File: src/rtl/reimu_shot.sv
// Player shot manager: spawns shots at the player muzzle while fire is held,
// moves live shots up SPEED pixels per tick, retires them at the top edge or on hit.
// Latency: 1 clk22 tick from sampled inputs to registered outputs; no backpressure (fire with no free slot just waits).
//
// Ports:
//   clk22       game tick clock
//   rst         synchronous active-high reset
//   gameover    synchronous clear, same effect as rst
//   fire        fire key held (level)
//   reimux/y    player position, registered upstream
//   hit         per-slot hit from collision logic (ignored on dead slots)
//   shot_valid  per-slot live flag
//   shot_x/y    per-slot position, slot i at bits [10i+9:10i]
//   shot_fired  one-tick pulse on the tick a shot spawns
module reimu_shot #(
  parameter int NSHOT    = 4,
  parameter int SPEED    = 10,
  parameter int COOLDOWN = 3,
  parameter int OFFSET   = 16,
  parameter int TOPY     = 25
) (
  input  logic                clk22,
  input  logic                rst,
  input  logic                gameover,
  input  logic                fire,
  input  logic [9:0]          reimux,
  input  logic [9:0]          reimuy,
  input  logic [NSHOT-1:0]    hit,
  output logic [NSHOT-1:0]    shot_valid,
  output logic [10*NSHOT-1:0] shot_x,
  output logic [10*NSHOT-1:0] shot_y,
  output logic                shot_fired
);

  localparam int CW = (COOLDOWN < 1) ? 1 : $clog2(COOLDOWN + 1);

  localparam logic [9:0]    EXIT_LIM = 10'(TOPY + SPEED);
  localparam logic [9:0]    SPD      = 10'(SPEED);
  localparam logic [9:0]    OFS      = 10'(OFFSET);
  localparam logic [CW-1:0] CD_LOAD  = CW'(COOLDOWN);
  localparam logic [CW-1:0] CD_ONE   = CW'(1);

  logic [CW-1:0]        cooldown;
  logic [CW-1:0]        cooldown_n;
  logic [NSHOT-1:0]     valid_n;
  logic [10*NSHOT-1:0]  x_n;
  logic [10*NSHOT-1:0]  y_n;
  logic                 spawn;

  always_comb begin
    valid_n = shot_valid;
    x_n     = shot_x;
    y_n     = shot_y;
    spawn   = 1'b0;

    // Movement and retirement of slots that are live at the start of the tick.
    // Retired slots keep their last x/y so the renderer sees no jump.
    for (int i = 0; i < NSHOT; i++) begin
      if (shot_valid[i]) begin
        if (hit[i]) begin
          valid_n[i] = 1'b0;
        end else if (shot_y[10*i +: 10] < EXIT_LIM) begin
          valid_n[i] = 1'b0;
        end else begin
          y_n[10*i +: 10] = shot_y[10*i +: 10] - SPD;
        end
      end
    end

    // Lowest-index free slot wins. Freedom is judged on the start-of-tick
    // valid bits, so a slot retired this tick is only reusable next tick.
    for (int i = 0; i < NSHOT; i++) begin
      if (fire && (cooldown == '0) && !spawn && !shot_valid[i]) begin
        spawn           = 1'b1;
        valid_n[i]      = 1'b1;
        x_n[10*i +: 10] = reimux;
        y_n[10*i +: 10] = reimuy - OFS;
      end
    end

    // A blocked fire (no free slot) leaves the counter parked at zero.
    if (spawn) begin
      cooldown_n = CD_LOAD;
    end else if (cooldown != '0) begin
      cooldown_n = cooldown - CD_ONE;
    end else begin
      cooldown_n = cooldown;
    end
  end

  always_ff @(posedge clk22) begin
    if (rst || gameover) begin
      shot_valid <= '0;
      shot_x     <= '0;
      shot_y     <= '0;
      shot_fired <= 1'b0;
      cooldown   <= '0;
    end else begin
      shot_valid <= valid_n;
      shot_x     <= x_n;
      shot_y     <= y_n;
      shot_fired <= spawn;
      cooldown   <= cooldown_n;
    end
  end

endmodule

File: config.mk
export PLATFORM = sky130hd
export DESIGN_NAME = reimu_shot
export DESIGN_NICKNAME = d
export VERILOG_FILES = /design/src/rtl/reimu_shot.sv
export SDC_FILE = /design/constraint.sdc
export NUM_CORES = 1
export LEC_CHECK = 0
export CAP_MARGIN = 20
export CORE_UTILIZATION = 53
export CTS_BUF_LIST = sky130_fd_sc_hd__clkbuf_4 sky130_fd_sc_hd__clkbuf_8
export CTS_CLUSTER_DIAMETER = 30
export DETAILED_ROUTE_END_ITERATION = 8
export GPL_TIMING_DRIVEN = 0
export HOLD_SLACK_MARGIN = 0.02
export PLACE_DENSITY = 0.95
export SETUP_SLACK_MARGIN = 0.02
export SLEW_MARGIN = 20
export SYNTH_ARGS = -nofsm -noshare
export SYNTH_HDL_FRONTEND = slang
export SYNTH_SLANG_ARGS = --single-unit
File: constraint.sdc
create_clock -name clk22 -period 3.6 [get_ports clk22]
set_input_delay 0.36 -clock clk22 [delete_from_list [all_inputs] [get_ports clk22]]
set_output_delay 0.36 -clock clk22 [all_outputs]
set_load 0.01 [all_outputs]
# Yosys cells after proc, flatten, opt, wreduce, memory -nomap -nowiden

Cells that the tools add are included.

Output and inout bits: 85
Word-level logic and storage cells: 94
Register bits: 87
Input bits: 28

Reductions and logical operators: 27
Equality and inequality tests: 8
$add $sub $neg: 6
Multiplexer cells: 38
$lt $le $gt $ge: 4

Operators with widths:

| operator              | count |
|---|---|
| $mux 10               | 16 |
| $lt 10x6->1 const B   | 4 |
| $sub 10x4->10 const B | 4 |
| $mux 1                | 20 |
| $ne 2x1->1 const B    | 8 |
| $reduce_and 3->1      | 4 |
| $reduce_bool 2->1     | 6 |
| $sub 10x5->10 const B | 1 |
| $logic_and 1x1->1     | 8 |
| $logic_not 1->1       | 7 |
| $mux 2                | 2 |
| $logic_not 2->1       | 1 |
| $sub 2x1->2 const B   | 1 |
| $logic_or 1x1->1      | 1 |

# Logic depth before layout (Yosys ltp)

Depth in word-level cells: 17
Mapped depth: 8
Gate-level depth less buffers: 7

# Worst setup path before layout

OpenSTA, ideal clock, no wires.

Path kind: reg-to-reg
Start point: register shot_y[26]
End point: register shot_y[23]
Data required time: 3.472 ns
Cell stages (with the launch flop): 6
Setup time: 0.128 ns
Data arrival time: 1.841 ns
Clock period less this slack: 1.969 ns
Slack: 1.631 ns
Path buffers: 0
Cells stage by stage: dfxtp_1 > or4_4 > o31ai_4 > mux2_1 > a222oi_1 > nor2_1

Longest elaborated chain between the ends: 3

Ends and longest elaborated chain:

| what                              | RTL line | text |
|---|---|---|
| start: declaration                | 31       | `output logic [10*NSHOT-1:0] shot_y,` |
| start signal: assignment          | 101      | `shot_y <= y_n;` |
| $lt 10x6->1                       | 62       | `end else if (shot_y[10*i +: 10] < EXIT_LIM) begin` |
| $ne 2x1->1 (no source line)       | -        |  |
| $reduce_and 3->1 (no source line) | -        |  |

Every way passes these cells.
A chain may end at the register's enable or synchronous reset.

# Worst setup path after layout

Start point: register cooldown[0]
End point: register shot_y[30]

Longest elaborated chain between the ends: 17
Elaborated cells between the ends (all ways): 20
Those cells by class: eq/ne (2); mux (4); reduce/logical (14)

Ends and longest elaborated chain:

| what                                                             | RTL line | text |
|---|---|---|
| start: declaration                                               | 43       | `logic [CW-1:0] cooldown;` |
| start signal: assignment                                         | 103      | `cooldown <= cooldown_n;` |
| $logic_not 2->1 (*)                                              | 73       | `if (fire && (cooldown == '0) && !spawn && !shot_valid[i]) begin` |
| $logic_and 1x1->1 (*)                                            | 73       |  |
| $logic_and 1x1->1                                                | 73       |  |
| $mux 1                                                           | 73       |  |
| $logic_not 1->1                                                  | 73       |  |
| $logic_and 1x1->1 (2 in series)                                  | 73       |  |
| $mux 1                                                           | 73       |  |
| $logic_not 1->1                                                  | 73       |  |
| $logic_and 1x1->1 (2 in series)                                  | 73       |  |
| $mux 1                                                           | 73       |  |
| $logic_not 1->1                                                  | 73       |  |
| $logic_and 1x1->1 (*) (2 in series)                              | 73       |  |
| $ne 2x1->1 (no source line) or $reduce_bool 2->1 (tied branches) | -        |  |
| $reduce_and 3->1 (no source line)                                | -        |  |

Every way passes the cells marked *; elsewhere a longest branch is shown, timed or not.

==> run metrics <==
outcome complete, no violations; clk_lat worst skew 0.37 ns; initial antenna violation count 0; Starting Density 0.546; Routability Congestion 0.948; #FFs+latches synth 87; syn_nets 527; total power 1.87 mW; Max H-tree Level 3; number of post-CTS setup repair buffers 0; post-DR wirelength/cell 18.0 um; initial drt markers 447; post-synthesis cell type count 65; # rows 31; dpl hpwl 9500 um; CP Max Fanout 10; Final Hold Viols 0; post-cts resize count 0; Int Power 1.33 mW; first-pass GRT wire length 19400 um; Setup TNS 0 ns; filler-free cell count of the finished design 720; fin crit share 0.638; Clock power frac 0.363; layout cell share with drive strength beyond 1 0.0564; Synth area leader dfxtp_1; CP startpoint kind register; Post-Synth Adder-Cell Area 0.0189; placed cells 704; R2R Setup Slk 1.30 ns; nets 650; CTS max path bufs 2; vias in the first global route 3960; Yosys Warn Count 0; Relative slew margins 0.418; total of max-cap violations 0; placed inst area 5210 sq um; GR Overflow Total 0; Switching Fraction 0.287; Post-Route WL 13000 um; Final Skew 0.0127 ns; worst path arrival time 2.59 ns; I/O Buffers 112; top cell type's share of synthesized area 0.439; register area share after synthesis 0.439; vias per cell 6.13; complex-gate fraction of the synthesized area 0.222; DRC 0; part of the power in registers 0.530; Max Fclk 435 MHz; Period minus WS final 2.30 ns; simple-gate share of the synthesized area 0.250; Clk pin slew, worst setup/hold paths 0.10 ns; Leakage 1.78 nW; # diodes 0; Syn Std Cell Area 3960 sq um; unrepaired setup endpoints after global routing no; Post-synth EDFFs 0; routed vias 4413; DR pass1 iterations 5; Mapped Cells 493; commonest cells after routing, fill and taps aside clkdlybuf4s50_1, nand2_1, dfxtp_1; Setup CP Type register to register; Antenna Violating Nets Remaining 0; CTS tree built; Sink Count 87; core area 7250 sq um; IO Pins 113; Main synth FF type dfxtp_1; Power Density 346 nW/um^2; mux share of post-synthesis cell area 0.00821; actual slew at the worst max-slew pin 0.869 ns; largest family of logic cells by synthesized area simple AND/OR/NAND/NOR gates; ys async rst share 0; largest net degree at the start of global routing 19; Hold WS 0.461 ns; CP Capture Type register; CTS root buf clkbuf_8; Filler cells 511; Comb power frac 0.107; CTS Hold Bufs 0; die footprint 7830 sq um; area added between synthesis and finish 36.2%; sw power 0.535 mW; peak supply drop 299 uV; commonest non-fill, non-tap cell in the layout clkdlybuf4s50_1; Mapped Avg Cell Area 8.04 sq um; Die W 88.5 um; Hold Path Class register to register; final non-filler cell area 5400 sq um; Slew Limit Fails 0; top cells by area, synth dfxtp_1, nand2_1, a21oi_1, nor2_1, clkbuf_1; Die Y 88.5 um; post-synthesis xor/xnor area fraction 0.0199; Num CTS Buffers 9; Total GRT Usage 0.329; final setup violation count 0; Worst EP required 3.89 ns
==> final timing paths <==
kind                     from          to  cells after the start
setup / recovery  cooldown[0]  shot_y[30]                      7
setup reg to reg  cooldown[0]  shot_y[30]                      7
hold / removal     shot_x[13]  shot_x[13]                      2
hold reg to reg    shot_x[13]  shot_x[13]                      2
==> power groups by stage <==
stage | logic, mW | registers [mW] | clock network [mW]
5_1_grt | 0.211 | 0.990 | 0.713
4_1_cts | 0.195 | 0.988 | 0.673
3_5_place_dp | 0.192 | 1.01 | 0
6_report | 0.199 | 0.989 | 0.678
2_1_floorplan | 0.0890 | 1.01 | 0
3_3_place_gp | 0.188 | 1.01 | 0
==> final cells by class <==
class                   instances  area [sq um]  area share
multi-input cells             366          2060       0.381
flip-flops and latches         87          1740       0.323
repair buffers                112          1120       0.208
clock buffers                   9           124      0.0229
well taps                      99           124      0.0229
plain buffers                  23           103      0.0190
clock inverters                 7          67.6      0.0125
inverters                      17          63.8      0.0118
==> stage by stage <==
step | setup slack [ns] | utilization
after floorplan | 1.63 | -
after global placement | 1.24 | 0.718
after detailed placement | 1.16 | 0.718
after CTS | 1.41 | 0.745
after global routing | 1.20 | 0.745
final | 1.30 | 0.745
==> synth_stat cells, types with 5 or more instances <==
library cell    n
ha_1            6
nor4_1          5
clkbuf_1       20
nand4_1         5
dfxtp_1        87
inv_1          17
nor3_1         10
a21oi_1        69
o21ai_0        14
nor3b_1         5
xor2_1          5
and3_1          6
nand3_1        10
nand2_1       103
nor2_1         35
==> critical path: stages (launching register included) <==
cell and delay [ns]:
dfxtp_1 0.33, inv_1 0.06, ha_1 0.25, nand4_1 0.20, nor3b_2 0.75, buf_2 0.37
nand2_1 0.11, a21oi_1 0.16
==> sequential cells by signal, indices dropped and copies added (netlist names) <==
name,cells
shot_x,40
shot_y,40
shot_valid,4
cooldown,2
shot_fired,1
==> cell families after synthesis <==
group | after synthesis
DFF | 87
AOI/OAI and AO/OA | 137
xor gates and xnor gates | 9
adders and majority gates | 6
muxes | 3
and+or+nand+nor | 211
buffers and inverters | 40
==> per-layer routing <==
layer | global-route usage | share of wire | up-vias
li1 | - | - | 2002
met1 | 0.412 | 0.38 | 2037
met2 | 0.550 | 0.49 | 323
met3 | 0.0550 | 0.10 | 51
met4 | 0.163 | 0.038 | 0
met5 | 0 | 0 | -
No activity file was read; power rests on OpenSTA's default activity.
